==> src/rtl/ctrl_step_sequencer.sv <==
// Control-step sequencer: fetch (T0..T2) plus the mfhi/mflo execute step (T3),
// with configurable memory-read latency, halt, sticky illegal-opcode flag and retire counter.
module ctrl_step_sequencer #(
   parameter int                    OPCODE_W = 5,
   parameter int                    MEM_LAT  = 1,
   parameter int                    CNT_W    = 16,
   parameter logic [OPCODE_W-1:0]   OP_MFHI  = OPCODE_W'(24),
   parameter logic [OPCODE_W-1:0]   OP_MFLO  = OPCODE_W'(25),
   parameter logic [OPCODE_W-1:0]   OP_NOP   = OPCODE_W'(26),
   parameter logic [OPCODE_W-1:0]   OP_HALT  = OPCODE_W'(27)
) (
   input  logic                clk,
   input  logic                clr,
   input  logic                run,
   input  logic [OPCODE_W-1:0] ir_opcode,
   output logic                PC_out,
   output logic                MAR_enable,
   output logic                Read,
   output logic                MDR_enable,
   output logic                MDR_out,
   output logic                IR_enable,
   output logic                PC_enable,
   output logic                IncPC,
   output logic                HI_out,
   output logic                LO_out,
   output logic                Gra,
   output logic                R_in,
   output logic [3:0]          step,
   output logic                busy,
   output logic                halted,
   output logic                illegal,
   output logic [CNT_W-1:0]    retired
);

   typedef enum logic [3:0] {
      S_IDLE   = 4'b0000,
      S_T0     = 4'b0111,
      S_T1     = 4'b1000,
      S_T2     = 4'b1001,
      S_T3     = 4'b1010,
      S_HALTED = 4'b1111
   } state_e;

   localparam logic [3:0] WAIT_LOAD = 4'(MEM_LAT - 1);

   state_e             state_q, state_d;
   logic [3:0]         wait_q, wait_d;
   logic               illegal_q;
   logic [CNT_W-1:0]   retired_q;
   logic               pc_out_q, mar_en_q, read_q, mdr_en_q;
   logic               mdr_out_q, ir_en_q, pc_en_q, inc_pc_q;

   logic in_t3, is_mfhi, is_mflo, is_halt, known_op;

   assign in_t3    = (state_q == S_T3);
   assign is_mfhi  = (ir_opcode == OP_MFHI);
   assign is_mflo  = (ir_opcode == OP_MFLO);
   assign is_halt  = (ir_opcode == OP_HALT);
   assign known_op = is_mfhi || is_mflo || is_halt || (ir_opcode == OP_NOP);

   always_comb begin
      state_d = state_q;
      wait_d  = wait_q;
      case (state_q)
         S_IDLE:   if (run) state_d = S_T0;
         S_T0: begin
            state_d = S_T1;
            wait_d  = WAIT_LOAD;
         end
         S_T1: begin
            if (wait_q != 4'd0) wait_d = wait_q - 4'd1;
            else                state_d = S_T2;
         end
         S_T2:     state_d = S_T3;
         S_T3: begin
            if (is_halt)  state_d = S_HALTED;
            else if (run) state_d = S_T0;
            else          state_d = S_IDLE;
         end
         S_HALTED: state_d = S_HALTED;
         default:  state_d = S_IDLE;
      endcase
   end

   // Fetch controls are registered from the next state so they line up with step.
   always_ff @(posedge clk or negedge clr) begin
      if (!clr) begin
         state_q   <= S_IDLE;
         wait_q    <= 4'd0;
         illegal_q <= 1'b0;
         retired_q <= '0;
         pc_out_q  <= 1'b0;
         mar_en_q  <= 1'b0;
         read_q    <= 1'b0;
         mdr_en_q  <= 1'b0;
         mdr_out_q <= 1'b0;
         ir_en_q   <= 1'b0;
         pc_en_q   <= 1'b0;
         inc_pc_q  <= 1'b0;
      end else begin
         state_q   <= state_d;
         wait_q    <= wait_d;
         if (in_t3) begin
            retired_q <= retired_q + CNT_W'(1);
            if (!known_op) illegal_q <= 1'b1;
         end
         pc_out_q  <= (state_d == S_T0);
         mar_en_q  <= (state_d == S_T0);
         read_q    <= (state_d == S_T1);
         mdr_en_q  <= (state_d == S_T1);
         mdr_out_q <= (state_d == S_T2);
         ir_en_q   <= (state_d == S_T2);
         pc_en_q   <= (state_d == S_T2);
         inc_pc_q  <= (state_d == S_T2);
      end
   end

   assign PC_out     = pc_out_q;
   assign MAR_enable = mar_en_q;
   assign Read       = read_q;
   assign MDR_enable = mdr_en_q;
   assign MDR_out    = mdr_out_q;
   assign IR_enable  = ir_en_q;
   assign PC_enable  = pc_en_q;
   assign IncPC      = inc_pc_q;

   // Execute controls follow the opcode held in IR during T3.
   assign HI_out = in_t3 && is_mfhi;
   assign LO_out = in_t3 && is_mflo;
   assign Gra    = in_t3 && (is_mfhi || is_mflo);
   assign R_in   = in_t3 && (is_mfhi || is_mflo);

   assign step    = state_q;
   assign busy    = (state_q != S_IDLE) && (state_q != S_HALTED);
   assign halted  = (state_q == S_HALTED);
   assign illegal = illegal_q;
   assign retired = retired_q;

endmodule
==> config.mk <==
export PLATFORM = sky130hd
export DESIGN_NAME = ctrl_step_sequencer
export DESIGN_NICKNAME = d
export VERILOG_FILES = /design/src/rtl/ctrl_step_sequencer.sv
export SDC_FILE = /design/constraint.sdc
export NUM_CORES = 1
export LEC_CHECK = 0
export ABC_AREA = 1
export BUFFER_PORTS_ARGS = -buffer_cell sky130_fd_sc_hd__buf_2
export CAP_MARGIN = 10
export CORE_ASPECT_RATIO = 1.1
export CORE_UTILIZATION = 52
export CTS_CLUSTER_DIAMETER = 40
export DETAILED_ROUTE_END_ITERATION = 7
export GPL_ROUTABILITY_DRIVEN = 0
export PLACE_DENSITY = 0.91
export SLEW_MARGIN = 10
export SYNTH_ARGS = -nofsm -noshare
export SYNTH_HDL_FRONTEND = slang
export SYNTH_SLANG_ARGS = --single-unit
==> constraint.sdc <==
create_clock -name clk -period 1.5 [get_ports clk]
set_input_delay 0.075 -clock clk [delete_from_list [all_inputs] [get_ports clk]]
set_output_delay 0.075 -clock clk [all_outputs]
set_load 0.03 [all_outputs]
==> flow_summary.ini, run 1 <==
[hold_path]
hold_path.class = input pin to flip-flop

[sta]
timing_worst_slew_pin_value_ns = 0.626
post-route-period-util_pct = 110
clock.fmax_ghz = 0.605
timing.clock.skew_ns = 0.0113
setup_viol = 5
finalWorstSetupSlack_ns = -0.152
maxSlewViolCount = 0
rsz0062_at_grt = yes
timing.max_slew.rel_slack_pct = 58.3
finalHoldViolations = 0
setup_total_negative_slack_ns = -0.497
timing.final.crit_period_ns = 1.65

[die]
floorplan.initialDensity_pct = 56.1
die_area_um2 = 3310
fp-row-count = 20
coreArea_um2 = 2850
horiz_die_dim_um = 54.9
io_pins = 43
floorplan.die.height_um = 60.2

[global_routing]
pin_count_of_the_biggest_net_entering_global_routing = 29
grt_util_all_layers_pct = 23.5
grt_pass1_vias = 1389
gr-total-overflow = 0
grt_first_pass_wirelength_um = 5630
grt_antenna_before_repair = 0

[detailed_routing]
dr_total_vias = 1558
final_antenna_net_count = 0
routed_via_density = 5.28
detailedRoute.firstPassIterationCount = 5
drt_wl_cell_um = 12.6
detailedRoute.firstIterationViolations = 34
drc = 0
finalWirelength_um = 3710

[layout]
layout-drive-gt1-share_pct = 30.2
multi_input_area_um2 = 792
fillerInstances = 210
antenna_cells_inserted = 0
final_cell_count_no_fill = 295
layout.area.seq_um2 = 707
final_net_count = 274
layout-area-overhead-vs-synth_pct = 26.6

[synthesis]
yosys.cell_count.top_type = nand2_1
yosys.area.top_type = dfrtp_1
syn_area_per_cell_um2 = 7.59
netlist-cell-type-count = 23
synth_top_area_share_pct = 43.8
ys.warnings.count = 0
synthTopCellsByCount = nand2_1 (64), inv_1 (31), dfrtp_1 (28)
post_synth_inst_count = 211
synth_flop_cell = dfrtp_1
synth_sequential_area_ratio_pct = 43.8
mappedNetlistArea_um2 = 1600
postSynth.asyncResetShare_pct = 100
synth-edff-count = 0
synth_nets = 222
synthesized_flop_and_latch_total = 28
ys_top_cells_by_area = dfrtp_1 (44%), nand2_1 (15%), inv_1 (7.3%)

[status]
outcome = finished with violations
violations_in_the_final_reports = setup timing

[cts]
clk_pin_slew_worst_paths_ns = 0.15
clock_insertion_delay_worst_skew_ns = 0.33
cts_tree = yes
h-tree-depth = 1
ctsLongestPathBuffers = 2
cts-root-buf = clkbuf_4
tritoncts_num_sinks = 28
cts_buffers = 3

[setup_path]
critical_path.startpoint_type = flip-flop
critical_path_arrival_ns = 1.58
cp-end-kind = output pin
worst-setup-path-type = flip-flop to output pin
crit_path_max_fanout = 3
crit_required_ns = 1.42
timing.reg2reg.setup_slack_ns = -0.01

[run]
max_cap_viol_count = 0

[power]
total_power_mw = 1.11
power.density_nw_per_um2 = 549
static-leakage-power_nw = 1.05
irDropWorstVdd_v = 0.000559

[placement]
place.detailed.instances = 281
placement.io_buffers = 42
place_ws_ns = 0.0101
half_perimeter_wire_length_after_placement_um = 2500
critical path: stages, from the launching register on:
cell and delay [ns]:
dfrtp_2 0.45, inv_2 0.08, nand2_2 0.06, nor3_4 0.15, nand2_2 0.09, nor2_4 0.12, inv_2 0.08, nor2_4 0.09
buf_6 0.13
cell families after synthesis:
| kind of cell | count (synthesis) | share of synthesized area [%] |
|---|---|---|
| simple gates | 118 | 33.4 |
| buf+inv | 39 | 10.8 |
| flops | 28 | 43.7 |
| compound gates | 14 | 4.84 |
| xor+xnor | 9 | 4.92 |
| fa+ha+maj | 3 | 2.34 |
layout by cell type (no fill, tap or decap), drive strengths merged:
cell type and count:
nand2 65, buf 50, inv 32, dfrtp 28, nor2 25, nand3 15
o21ai 13, nand4 10, xor2 8, clkbuf 5, ha 3, dlygate4sd3 2
nor3 2, o22ai 1, o21bai 1, nand3b 1, xnor2 1
power breakdown:
part / leakage (nW) / switching [mW] / internal (mW) / total (mW)
Sequential: 0.363 / 0.000369 / 0.756 / 0.756
Clock: 0.0150 / 0.212 / 0.104 / 0.317
Combinational: 0.667 / 0.0271 / 0.0137 / 0.0408
Total: 1.05 / 0.240 / 0.874 / 1.11
per-layer routing:
layer	track usage [%]	up-vias	wire, um
met1	26.5	735	1480
met4	6.79	0	57
li1	-	764	-
met5	0	-	0
met2	44.9	51	2010
met3	2.54	8	157
sequential cells by signal, summed over array words and instances, names as in the netlist:
| name | count |
|---|---|
| illegal | 1 |
| MDR_enable | 1 |
| MAR_enable | 1 |
| IncPC | 1 |
| wait_q | 4 |
| retired | 16 |
| step | 4 |
through the flow:
step	hold WS, ns	cell area, um^2	util, %
floorplan	-0.221	1630	-
global placement	0.121	1840	64.6
detailed placement	0.123	1840	64.6
CTS	0.138	1960	68.6
global route	0.188	2030	71.1
finish	0.149	2030	71.1
final timing paths:
| check | start | to | depth (start not counted) |
|---|---|---|---|
| min | ir_opcode[1] | step[3] | 5 |
| max | step[2] | HI_out | 8 |
| min in group asynchronous | clr | retired[14] | 2 |
| min reg2reg | illegal | illegal | 1 |
| max in group asynchronous | clr | step[1] | 2 |
| max reg2reg | step[2] | retired[14] | 7 |
what timing repair did:
action	CTS	global route
buffers inserted	6	4
cloned	0	1
gates resized for setup	6	18
setup endpoints to repair	6	20
hold buffers	2	0
pin swaps	3	4
endpoints found under the hold margin	29	0
final cells by class:
type | instances | area share, %
Tap cell | 33 | 2.04
Multi-Input combinational cell | 145 | 39.1
Clock buffer | 4 | 1.30
Inverter | 32 | 5.93
Timing Repair Buffer | 53 | 16.8
Sequential cell | 28 | 34.9
(Power assumes the default switching activity.)
==> inputs of run 2 (changes only) <==
--- a/config.mk
+++ b/config.mk
@@ -6,7 +6,7 @@
 export NUM_CORES = 1
 export LEC_CHECK = 0
 export ABC_AREA = 1
-export BUFFER_PORTS_ARGS = -buffer_cell sky130_fd_sc_hd__buf_2
+export BUFFER_PORTS_ARGS = -buffer_cell sky130_fd_sc_hd__clkbuf_2
 export CAP_MARGIN = 10
 export CORE_ASPECT_RATIO = 1.1
 export CORE_UTILIZATION = 52
==> flow_summary.ini, run 2 (synthesized netlist as in run 1, its figures left out) <==
[setup_path]
cp-end-kind = output pin
critical_path.startpoint_type = flip-flop
worst-setup-path-type = flip-flop to output pin
timing.reg2reg.setup_slack_ns = 0.01
timing.critical_path.from = step[2]
timing.critical_path.cells = inv_2 -> nand2_2 -> nor3_4 -> nand2_2 -> nor2_4 -> inv_2 -> nor2_4 -> buf_8
critical_path_arrival_ns = 1.56
timing.critical_path.slowest_cell_delay_ns = 0.44
worstRegToRegCells = 7
worstReg2RegStart = step[2]
setup.worst_path.end = HI_out
crit_path_max_fanout = 3
crit-reg2reg-capture = wait_q[2]
crit_slowest_cell = dfrtp_2
crit_required_ns = 1.42

[layout]
layout.cells.most_common = nand2_1
largest_register_ff_count = 16
final_cell_count_no_fill = 297
layout-drive-gt1-share_pct = 31.8
layout_common_cells = nand2_1 (63), clkbuf_2 (37), inv_1 (28), dfrtp_1 (23), nor2_1 (18)
layout-area-overhead-vs-synth_pct = 30.9
final_net_count = 276
finish.utilization_pct = 73.5
antenna_cells_inserted = 0

[cts]
tritoncts_num_sinks = 28
cts_tree = yes
clock_insertion_delay_worst_skew_ns = 0.34
ctsLongestPathBuffers = 2
cts_buffers = 3
cts-root-buf = clkbuf_4
clk_pin_slew_worst_paths_ns = 0.15
h-tree-depth = 1

[sta]
finalHoldViolations = 0
post-route-period-util_pct = 109
finalWorstSetupSlack_ns = -0.130
timing.clock.skew_ns = 0.00552
setup_viol = 5
clock.fmax_ghz = 0.613
timing.max_slew.rel_slack_pct = 67.1
maxSlewViolCount = 0
rsz0062_at_grt = yes
timing.final.crit_period_ns = 1.63
timing_worst_slew_pin_value_ns = 0.494

[power]
static-leakage-power_nw = 1.05
fraction_of_power_consumed_by_sequential_logic_pct = 57.8
p_clk_share_pct = 38.8
power_frac_comb_pct = 3.4
power.density_nw_per_um2 = 624
switching_power_of_the_nets_uw = 266
sw_frac_of_total_pct = 20.4
internal-power_mw = 1.04
irDropWorstVdd_v = 0.000651
total_power_mw = 1.31

[detailed_routing]
routed_via_density = 5.40
drc = 0
finalWirelength_um = 4230
dr_total_vias = 1605
detailedRoute.firstIterationViolations = 37
drt_wl_cell_um = 14.2
final_antenna_net_count = 0
detailedRoute.firstPassIterationCount = 4

[global_routing]
pin_count_of_the_biggest_net_entering_global_routing = 20
grt_pass1_vias = 1442
gr-total-overflow = 0
grt_antenna_before_repair = 0
grt_util_all_layers_pct = 24.9
grt_first_pass_wirelength_um = 5890

[die]
horiz_die_dim_um = 54.9
fp-row-count = 20
die_area_um2 = 3310
coreArea_um2 = 2850
floorplan.initialDensity_pct = 56.1
io_pins = 43
floorplan.die.height_um = 60.2

[placement]
place_ws_ns = 0.0392
placement.io_buffers = 42
place.detailed.instances = 282
half_perimeter_wire_length_after_placement_um = 2560

[status]
violations_in_the_final_reports = setup timing
outcome = finished with violations

[run]
max_cap_viol_count = 0

[hold_path]
hold_path.class = input pin to flip-flop
-- run 2: changes by cell type in the layout (fill, tap and decap cells not counted) --
| cell | delta |
|---|---|
| nand3_4 | +2 |
| buf_2 | -37 |
| buf_12 | +1 |
| nand3_2 | -2 |
| nor2_2 | +2 |
| buf_4 | +3 |
| nor2_1 | -2 |
| buf_8 | +1 |
| clkbuf_2 | +37 |
| clkbuf_1 | -1 |
| bufinv_16 | +1 |
| buf_6 | -3 |
-- run 2: how the worst min path moves through the flow --
stage	to	slack [ns]	cells past startpoint	start
3_3_place_gp	retired[14]	0.04	1	clr
3_5_place_dp	retired[6]	0.05	1	clr
6_report	step[3]	0.14	5	ir_opcode[1]
5_1_grt	step[3]	0.18	5	ir_opcode[1]
4_1_cts	step[3]	0.14	5	ir_opcode[1]
2_1_floorplan	IncPC	-0.22	0	clr
-- run 2: metal layers --
layer	vias up	global-route usage [%]	share of wire [%]
met5	-	0	0
met4	0	13.2	2.6
met3	14	3.82	4.9
met2	62	44.9	54
met1	765	27.0	39
li1	764	-	-
-- run 2: through the flow --
| stage | TNS, ns | cell area [um^2] | hold WS, ns |
|---|---|---|---|
| floorplan | -0.511 | 1630 | -0.221 |
| global placement | 0 | 1850 | 0.0443 |
| detailed placement | 0 | 1850 | 0.0504 |
| CTS | -0.253 | 2000 | 0.137 |
| global route | -0.969 | 2100 | 0.182 |
| finish | -0.485 | 2100 | 0.141 |
-- run 2: power groups by stage --
stage | registers (mW) | logic (mW) | clock network, mW
2_1_floorplan | 0.773 | 0.00599 | 0
3_3_place_gp | 0.770 | 0.0388 | 0
3_5_place_dp | 0.771 | 0.0402 | 0
4_1_cts | 0.756 | 0.0443 | 0.505
5_1_grt | 0.757 | 0.0497 | 0.534
6_report | 0.757 | 0.0442 | 0.508
-- run 2: worst max-delay path, delay by kind of cell, from the launching register on --
kind,cells,cell delay [ns]
buffers and inverters,3,0.28
DFF,1,0.44
and+or+nand+nor,5,0.50
-- run 2: cell type report --
class                           count  area (um^2)
Tap cell                           33         41.3
Fill cell                         224          756
Inverter                           32          120
Multi-Input combinational cell    145          812
Sequential cell                    28          707
Clock buffer                        3         22.5
Timing Repair Buffer               55          364
Clock inverter                      1         30.0
-- run 2: timing repair --
action	in CTS	in global routing
gates resized for setup	10	17
hold buffers	2	0
buffers inserted	5	5
cloned	0	1
endpoints found under the hold margin	20	0
endpoints found under the setup margin	5	17
pin swaps	3	4
